--- src/rtl/dsp_mac_slice.sv ---
// dsp_mac_slice: parametrised multiply-accumulate slice.
// The datapath is a pre-adder, a multiplier, and a post-adder/accumulator.
// A valid bit travels with each sample through optional input (IN_REG) and
// multiplier (MREG) register stages, ending in the P register.
// Latency is IN_REG + MREG + 1 cycles.
// Optional feature macro: DSP_MAC_SAT_EN. When defined, P saturates on
// overflow; otherwise P wraps.
module dsp_mac_slice #(
  parameter int A_W    = 18,
  parameter int B_W    = 18,
  parameter int P_W    = 48,
  parameter int SIGNED = 1,
  parameter int IN_REG = 1,
  parameter int MREG   = 1
) (
  input  logic             CLK,
  input  logic             RST_N,
  input  logic             IN_VALID,
  input  logic [A_W-1:0]   A,
  input  logic [B_W-1:0]   B,
  input  logic [B_W-1:0]   D,
  input  logic [P_W-1:0]   C,
  input  logic [P_W-1:0]   PCIN,
  input  logic [4:0]       OPMODE,
  input  logic             CLR_OVF,
  output logic [P_W-1:0]   P,
  output logic [P_W-1:0]   PCOUT,
  output logic             OUT_VALID,
  output logic             OVF
);

  localparam int PRE_W = B_W + 1;
  localparam int M_W   = A_W + B_W + 1;
  localparam int F_W   = P_W + 2;

  generate
    if (P_W < A_W + B_W + 1) begin : g_bad_pw
      $error("dsp_mac_slice: P_W must be at least A_W+B_W+1");
    end
  endgenerate

  // Extension bit: the sign bit for two's-complement arithmetic, zero otherwise.
  function automatic logic ext_bit(input logic msb);
    if (SIGNED != 0) begin
      return msb;
    end else begin
      return 1'b0;
    end
  endfunction

  // ---------------- Input stage ----------------
  logic             s0_valid_s;
  logic [A_W-1:0]   s0_a_s;
  logic [B_W-1:0]   s0_b_s;
  logic [B_W-1:0]   s0_d_s;
  logic [P_W-1:0]   s0_c_s;
  logic [P_W-1:0]   s0_pcin_s;
  logic [4:0]       s0_op_s;

  generate
    if (IN_REG != 0) begin : g_in_reg
      logic             valid_r;
      logic [A_W-1:0]   a_r;
      logic [B_W-1:0]   b_r;
      logic [B_W-1:0]   d_r;
      logic [P_W-1:0]   c_r;
      logic [P_W-1:0]   pcin_r;
      logic [4:0]       op_r;

      // Input register: the valid bit always shifts; data loads only for valid samples.
      always_ff @(posedge CLK or negedge RST_N) begin
        if (!RST_N) begin
          valid_r <= 1'b0;
          a_r     <= {A_W{1'b0}};
          b_r     <= {B_W{1'b0}};
          d_r     <= {B_W{1'b0}};
          c_r     <= {P_W{1'b0}};
          pcin_r  <= {P_W{1'b0}};
          op_r    <= 5'b00000;
        end else begin
          valid_r <= IN_VALID;
          if (IN_VALID) begin
            a_r    <= A;
            b_r    <= B;
            d_r    <= D;
            c_r    <= C;
            pcin_r <= PCIN;
            op_r   <= OPMODE;
          end
        end
      end

      assign s0_valid_s = valid_r;
      assign s0_a_s     = a_r;
      assign s0_b_s     = b_r;
      assign s0_d_s     = d_r;
      assign s0_c_s     = c_r;
      assign s0_pcin_s  = pcin_r;
      assign s0_op_s    = op_r;
    end else begin : g_in_comb
      assign s0_valid_s = IN_VALID;
      assign s0_a_s     = A;
      assign s0_b_s     = B;
      assign s0_d_s     = D;
      assign s0_c_s     = C;
      assign s0_pcin_s  = PCIN;
      assign s0_op_s    = OPMODE;
    end
  endgenerate

  // ---------------- Pre-adder and multiplier ----------------
  logic [PRE_W-1:0] b_x_s;
  logic [PRE_W-1:0] d_x_s;
  logic [PRE_W-1:0] pre_s;
  logic [M_W-1:0]   a_m_s;
  logic [M_W-1:0]   pre_m_s;
  logic [M_W-1:0]   m_s;

  // Compute the pre-adder and the product. Operands are extended to the
  // full product width, so the low M_W bits form the exact product.
  always_comb begin
    b_x_s = {ext_bit(s0_b_s[B_W-1]), s0_b_s};
    d_x_s = {ext_bit(s0_d_s[B_W-1]), s0_d_s};
    if (s0_op_s[0]) begin
      if (s0_op_s[1]) begin
        pre_s = d_x_s - b_x_s;
      end else begin
        pre_s = d_x_s + b_x_s;
      end
    end else begin
      pre_s = b_x_s;
    end
    a_m_s   = {{(M_W-A_W){ext_bit(s0_a_s[A_W-1])}}, s0_a_s};
    pre_m_s = {{(M_W-PRE_W){ext_bit(pre_s[PRE_W-1])}}, pre_s};
    m_s     = a_m_s * pre_m_s;
  end

  // ---------------- Multiplier stage ----------------
  logic             s1_valid_s;
  logic [M_W-1:0]   s1_m_s;
  logic [P_W-1:0]   s1_c_s;
  logic [P_W-1:0]   s1_pcin_s;
  logic [4:0]       s1_op_s;

  generate
    if (MREG != 0) begin : g_m_reg
      logic             valid_r;
      logic [M_W-1:0]   m_r;
      logic [P_W-1:0]   c_r;
      logic [P_W-1:0]   pcin_r;
      logic [4:0]       op_r;

      // Multiplier register: the product travels with its own C, PCIN and OPMODE.
      always_ff @(posedge CLK or negedge RST_N) begin
        if (!RST_N) begin
          valid_r <= 1'b0;
          m_r     <= {M_W{1'b0}};
          c_r     <= {P_W{1'b0}};
          pcin_r  <= {P_W{1'b0}};
          op_r    <= 5'b00000;
        end else begin
          valid_r <= s0_valid_s;
          if (s0_valid_s) begin
            m_r    <= m_s;
            c_r    <= s0_c_s;
            pcin_r <= s0_pcin_s;
            op_r   <= s0_op_s;
          end
        end
      end

      assign s1_valid_s = valid_r;
      assign s1_m_s     = m_r;
      assign s1_c_s     = c_r;
      assign s1_pcin_s  = pcin_r;
      assign s1_op_s    = op_r;
    end else begin : g_m_comb
      assign s1_valid_s = s0_valid_s;
      assign s1_m_s     = m_s;
      assign s1_c_s     = s0_c_s;
      assign s1_pcin_s  = s0_pcin_s;
      assign s1_op_s    = s0_op_s;
    end
  endgenerate

  // ---------------- Post-adder, overflow, P register ----------------
  logic [P_W-1:0] p_r;
  logic           out_valid_r;
  logic           ovf_r;
  logic [P_W-1:0] z_s;
  logic [F_W-1:0] z_x_s;
  logic [F_W-1:0] m_x_s;
  logic [F_W-1:0] full_s;
  logic           ovf_s;
  logic [P_W-1:0] p_next_s;
  logic           ovf_next_s;

  // Select Z, then add or subtract the product in a two-bit-wider domain.
  // The extra bits make carry, borrow and signed overflow directly visible.
  always_comb begin
    case (s1_op_s[3:2])
      2'b00:   z_s = {P_W{1'b0}};
      2'b01:   z_s = s1_c_s;
      2'b10:   z_s = p_r;
      2'b11:   z_s = s1_pcin_s;
      default: z_s = {P_W{1'b0}};
    endcase
    z_x_s = {{2{ext_bit(z_s[P_W-1])}}, z_s};
    m_x_s = {{(F_W-M_W){ext_bit(s1_m_s[M_W-1])}}, s1_m_s};
    if (s1_op_s[4]) begin
      full_s = z_x_s - m_x_s;
    end else begin
      full_s = z_x_s + m_x_s;
    end
    if (SIGNED != 0) begin
      ovf_s = (full_s[F_W-1] != full_s[F_W-2]) || (full_s[F_W-2] != full_s[F_W-3]);
    end else begin
      ovf_s = (full_s[F_W-1:F_W-2] != 2'b00);
    end
`ifdef DSP_MAC_SAT_EN
    if (ovf_s) begin
      if (SIGNED != 0) begin
        if (full_s[F_W-1]) begin
          p_next_s = {1'b1, {(P_W-1){1'b0}}};
        end else begin
          p_next_s = {1'b0, {(P_W-1){1'b1}}};
        end
      end else begin
        if (s1_op_s[4]) begin
          p_next_s = {P_W{1'b0}};
        end else begin
          p_next_s = {P_W{1'b1}};
        end
      end
    end else begin
      p_next_s = full_s[P_W-1:0];
    end
`else
    p_next_s = full_s[P_W-1:0];
`endif
    // A new overflow wins over a simultaneous clear.
    ovf_next_s = (s1_valid_s & ovf_s) | (ovf_r & ~CLR_OVF);
  end

  // P register with sticky overflow: P updates only for valid samples.
  always_ff @(posedge CLK or negedge RST_N) begin
    if (!RST_N) begin
      p_r         <= {P_W{1'b0}};
      out_valid_r <= 1'b0;
      ovf_r       <= 1'b0;
    end else begin
      out_valid_r <= s1_valid_s;
      ovf_r       <= ovf_next_s;
      if (s1_valid_s) begin
        p_r <= p_next_s;
      end else begin
        p_r <= p_r;
      end
    end
  end

  assign P         = p_r;
  assign PCOUT     = p_r;
  assign OUT_VALID = out_valid_r;
  assign OVF       = ovf_r;

endmodule

--- config.mk ---
export PLATFORM = sky130hd
export DESIGN_NAME = dsp_mac_slice
export DESIGN_NICKNAME = d
export VERILOG_FILES = /design/src/rtl/dsp_mac_slice.sv
export SDC_FILE = /design/constraint.sdc
export NUM_CORES = 2
export LEC_CHECK = 0
export BUFFER_PORTS_ARGS = -buffer_cell sky130_fd_sc_hd__buf_4
export CAP_MARGIN = 20
export CORE_AREA = 3 3 359 361
export DETAILED_ROUTE_END_ITERATION = 8
export DIE_AREA = 0 0 362 364
export MAX_ROUTING_LAYER = met4
export SETUP_SLACK_MARGIN = 0.4
export SYNTH_ARGS = -nofsm -noshare
export SYNTH_HDL_FRONTEND = slang
export SYNTH_SLANG_ARGS = --single-unit
--- constraint.sdc ---
create_clock -name CLK -period 9.5 [get_ports CLK]
set_input_delay 0.95 -clock CLK [delete_from_list [all_inputs] [get_ports CLK]]
set_output_delay 0.95 -clock CLK [all_outputs]
set_load 0.01 [all_outputs]
==> reports/results.ini <==
[outcome]
status=finished clean

[job]
cap_viol_max_count=0

[placement]
place_hpwl_um=67400
place.gp.congestion=0.870
portBuffers=256

[final_layout]
drive_above_1_share_pct=29.1
nets=3984
layout_common_cells=inv_1 (435), buf_4 (371), mux2_2 (361), dfrtp_1 (338), fa_1 (331)
syn2layout_area_growth_pct=20.4
nFillCells=13000
mostFrequentLayoutCell=inv_1

[die]
initial_core_util_pct=25.0
row_count=130
io_pins=257
die-height_um=364
core_area_sq_mm=0.126
die_w_um=362
die-area_sq_mm=0.132

[global_routing]
grt-ovfl-total=0
grtUsageMet2_pct=21.3
grt_usage_pct=13.2
grt_pass1_wl_um=134000
grt_max_degree=97
grt_util_met3_pct=2.80
busiest_layer=met2
use_met1_pct=16.7
antenna_found_initial=3
first_global_vias=23500

[drt]
drt_pre_antenna_iters=4
wirelength_um=84600
ant_nets=0
drtIter0Drc=1264
via_count=22100
routedWlPerCell_um=16.9
viasPerCell=4.41
route.detailed.drc=0

[timing]
skew_ns=0.0413
timing.hold.ws_ns=0.347
period_share_pct=97.9
fmax_mhz=108
slew_viol_final=0
maxSlewHeadroom_pct=34.8
setup_viol_count_final=0
hold_viol=0
min_period_ns=9.30
worst_slew_pin_slew_ns=0.977
rsz0062_at_grt=yes

[clocking]
insertion_delay_ns=0.62
cts.path.max_buffers=3
clkTransAtPathRegs_ns=0.06
cts_tree=yes
clkSinkCount=343
h-tree-depth=2
cts_root_buf=clkbuf_16
numCtsBuffers=44
holdBufCountCts=0

[critical_path]
required_ns=9.94
path_class=reg -> reg
start_kind=flop
critPathLaunch=g_in_reg.b_r[3]$_DFFE_PN0P_
crit_slowest_cell=fa_1
end_kind=flop
timing.rr.start=g_in_reg.b_r[3]$_DFFE_PN0P_
critPathMaxStageDelay_ns=0.62
worst_path_most_repeated_cell=fa_1
crit_path_max_fanout=8
worstPathArrival_ns=9.74

[logic_synthesis]
yosys_warnings=0
yosysUniqueCellTypes=70
async_reset_ff_share_pct=100
synth_edf_count=0
syn-cell-area_sq_mm=0.0314
synth_nets=3734
postSynthCellCount=3070
synth_ff_type=dfrtp_1
ys_ff_latch=343
ys_seq_area_share_pct=27.3
syn_area_per_cell_sq_um=10.2

[min_path]
hp-class=in -> async

-- Yosys cell counts, drive strengths merged (3+ instances only) --
library cell	instances	area share, %
a22o	49	1.4
and3	12	0.24
a311oi	5	0.14
nand2	250	3.0
nor3	35	0.56
fa	341	22
a31oi	20	0.45
o31ai	7	0.17
a21oi	132	2.1
buf	64	1.4
nand4	7	0.14
nor2b	19	0.38
and2	159	3.2
or3	10	0.25
a211o	3	0.084
o21ai	66	1.1
a21o	43	1.0
or2	9	0.18
mux2i	11	0.39
inv	447	5.3
mux2	365	13
a21boi	5	0.12
o211ai	10	0.24
nand3	27	0.43
a211oi	10	0.24
nor4	5	0.10
xnor2	126	3.5
nand2b	7	0.14
ha	164	6.5
nor2	108	1.3
dfrtp	343	27
o21bai	16	0.38
clkbuf	119	1.4
xor2	24	0.67
o41ai	4	0.11
o21a	12	0.29
or4	5	0.13
-- kinds of logic after synthesis --
| group | after synthesis | synth area share [%] |
|---|---|---|
| AO/OA/AOI/OAI | 406 | 8.47 |
| XOR/XNOR | 150 | 4.18 |
| flip-flops | 343 | 27.3 |
| buffers and inverters | 631 | 8.16 |
| AND/OR/NAND/NOR | 657 | 10.1 |
| adder cells (fa/ha/maj) | 507 | 28.3 |
| multiplexers | 376 | 13.5 |
-- timing repair --
action	4_1_cts	5_1_grt
pin swaps	48	75
setup endpoints to repair	12	17
gates resized for setup	75	83
hold endpoints to repair	0	0
buffers inserted	15	10
-- flip-flops by register name, indices dropped and copies added (netlist names) --
| register | cells |
|---|---|
| g_in_reg.pcin_r | 48 |
| g_in_reg.d_r | 18 |
| g_in_reg.c_r | 48 |
| g_m_reg.op_r | 3 |
| P | 48 |
| g_in_reg.a_r | 18 |
| OUT_VALID | 1 |
| g_in_reg.op_r | 5 |
| g_m_reg.c_r | 48 |
| g_m_reg.valid_r | 1 |
| g_in_reg.b_r | 18 |
| g_m_reg.m_r | 37 |
| g_in_reg.valid_r | 1 |
| g_m_reg.pcin_r | 48 |
| OVF | 1 |
-- final timing paths --
kind / end / slack [ns] / cells past startpoint
hold / removal: g_m_reg.valid_r$_DFF_PN0_ / 0.35 / 1
hold reg to reg: g_m_reg.c_r[46]$_DFFE_PN0P_ / 0.50 / 1
max in group asynchronous: P[43]$_DFFE_PN0P_ / 6.92 / 3
setup reg to reg: g_m_reg.m_r[36]$_DFFE_PN0P_ / 0.20 / 36
min in group CLK: g_m_reg.c_r[46]$_DFFE_PN0P_ / 0.50 / 1
setup / recovery: g_m_reg.m_r[36]$_DFFE_PN0P_ / 0.20 / 36
-- layout make-up --
| class | instances | area (sq um) | share of cell area, % |
|---|---|---|---|
| diodes | 3 | 7.51 | 0.0198 |
| clock buffers | 59 | 1230 | 3.24 |
| clock inverters | 22 | 280 | 0.740 |
| inverters | 448 | 1680 | 4.44 |
| multi-input cells | 2096 | 21000 | 55.5 |
| flip-flops and latches | 343 | 8590 | 22.7 |
| well taps | 1650 | 2060 | 5.45 |
| repair buffers | 387 | 3000 | 7.91 |
-- metrics by stage --
stage	utilization [%]	std cells	worst slack [ns]	TNS [ns]	area, sq um
final	30.1	5008	0.202	0	37900
after global routing	30.1	5007	-0.0944	-0.123	37900
after CTS	29.8	4995	0.259	0	37400
after detailed placement	28.2	4899	0.00544	0	35500
after global placement	28.2	4899	0.0431	0	35500
after floorplan	-	3070	0.413	0	31500
-- worst max-delay path, delay by kind of cell, from the launching register on --
kind,cells,cell delay [ns]
xor gates and xnor gates,3,0.38
buffers and inverters,7,1.01
DFF,1,0.38
and+or+nand+nor,8,1.81
adders and majority gates,8,3.83
AOI/OAI and AO/OA,10,1.72
-- routing by layer --
layer  vias up  share of wire, %
met1     11100                45
li1      10500                 -
met2       401                47
met3       105               5.2
met5         -                 0
met4         0               2.5
Power is left out: the tool's default activity adds up to more than one toggle a clock period on the data nets, which glitch-free logic cannot reach.
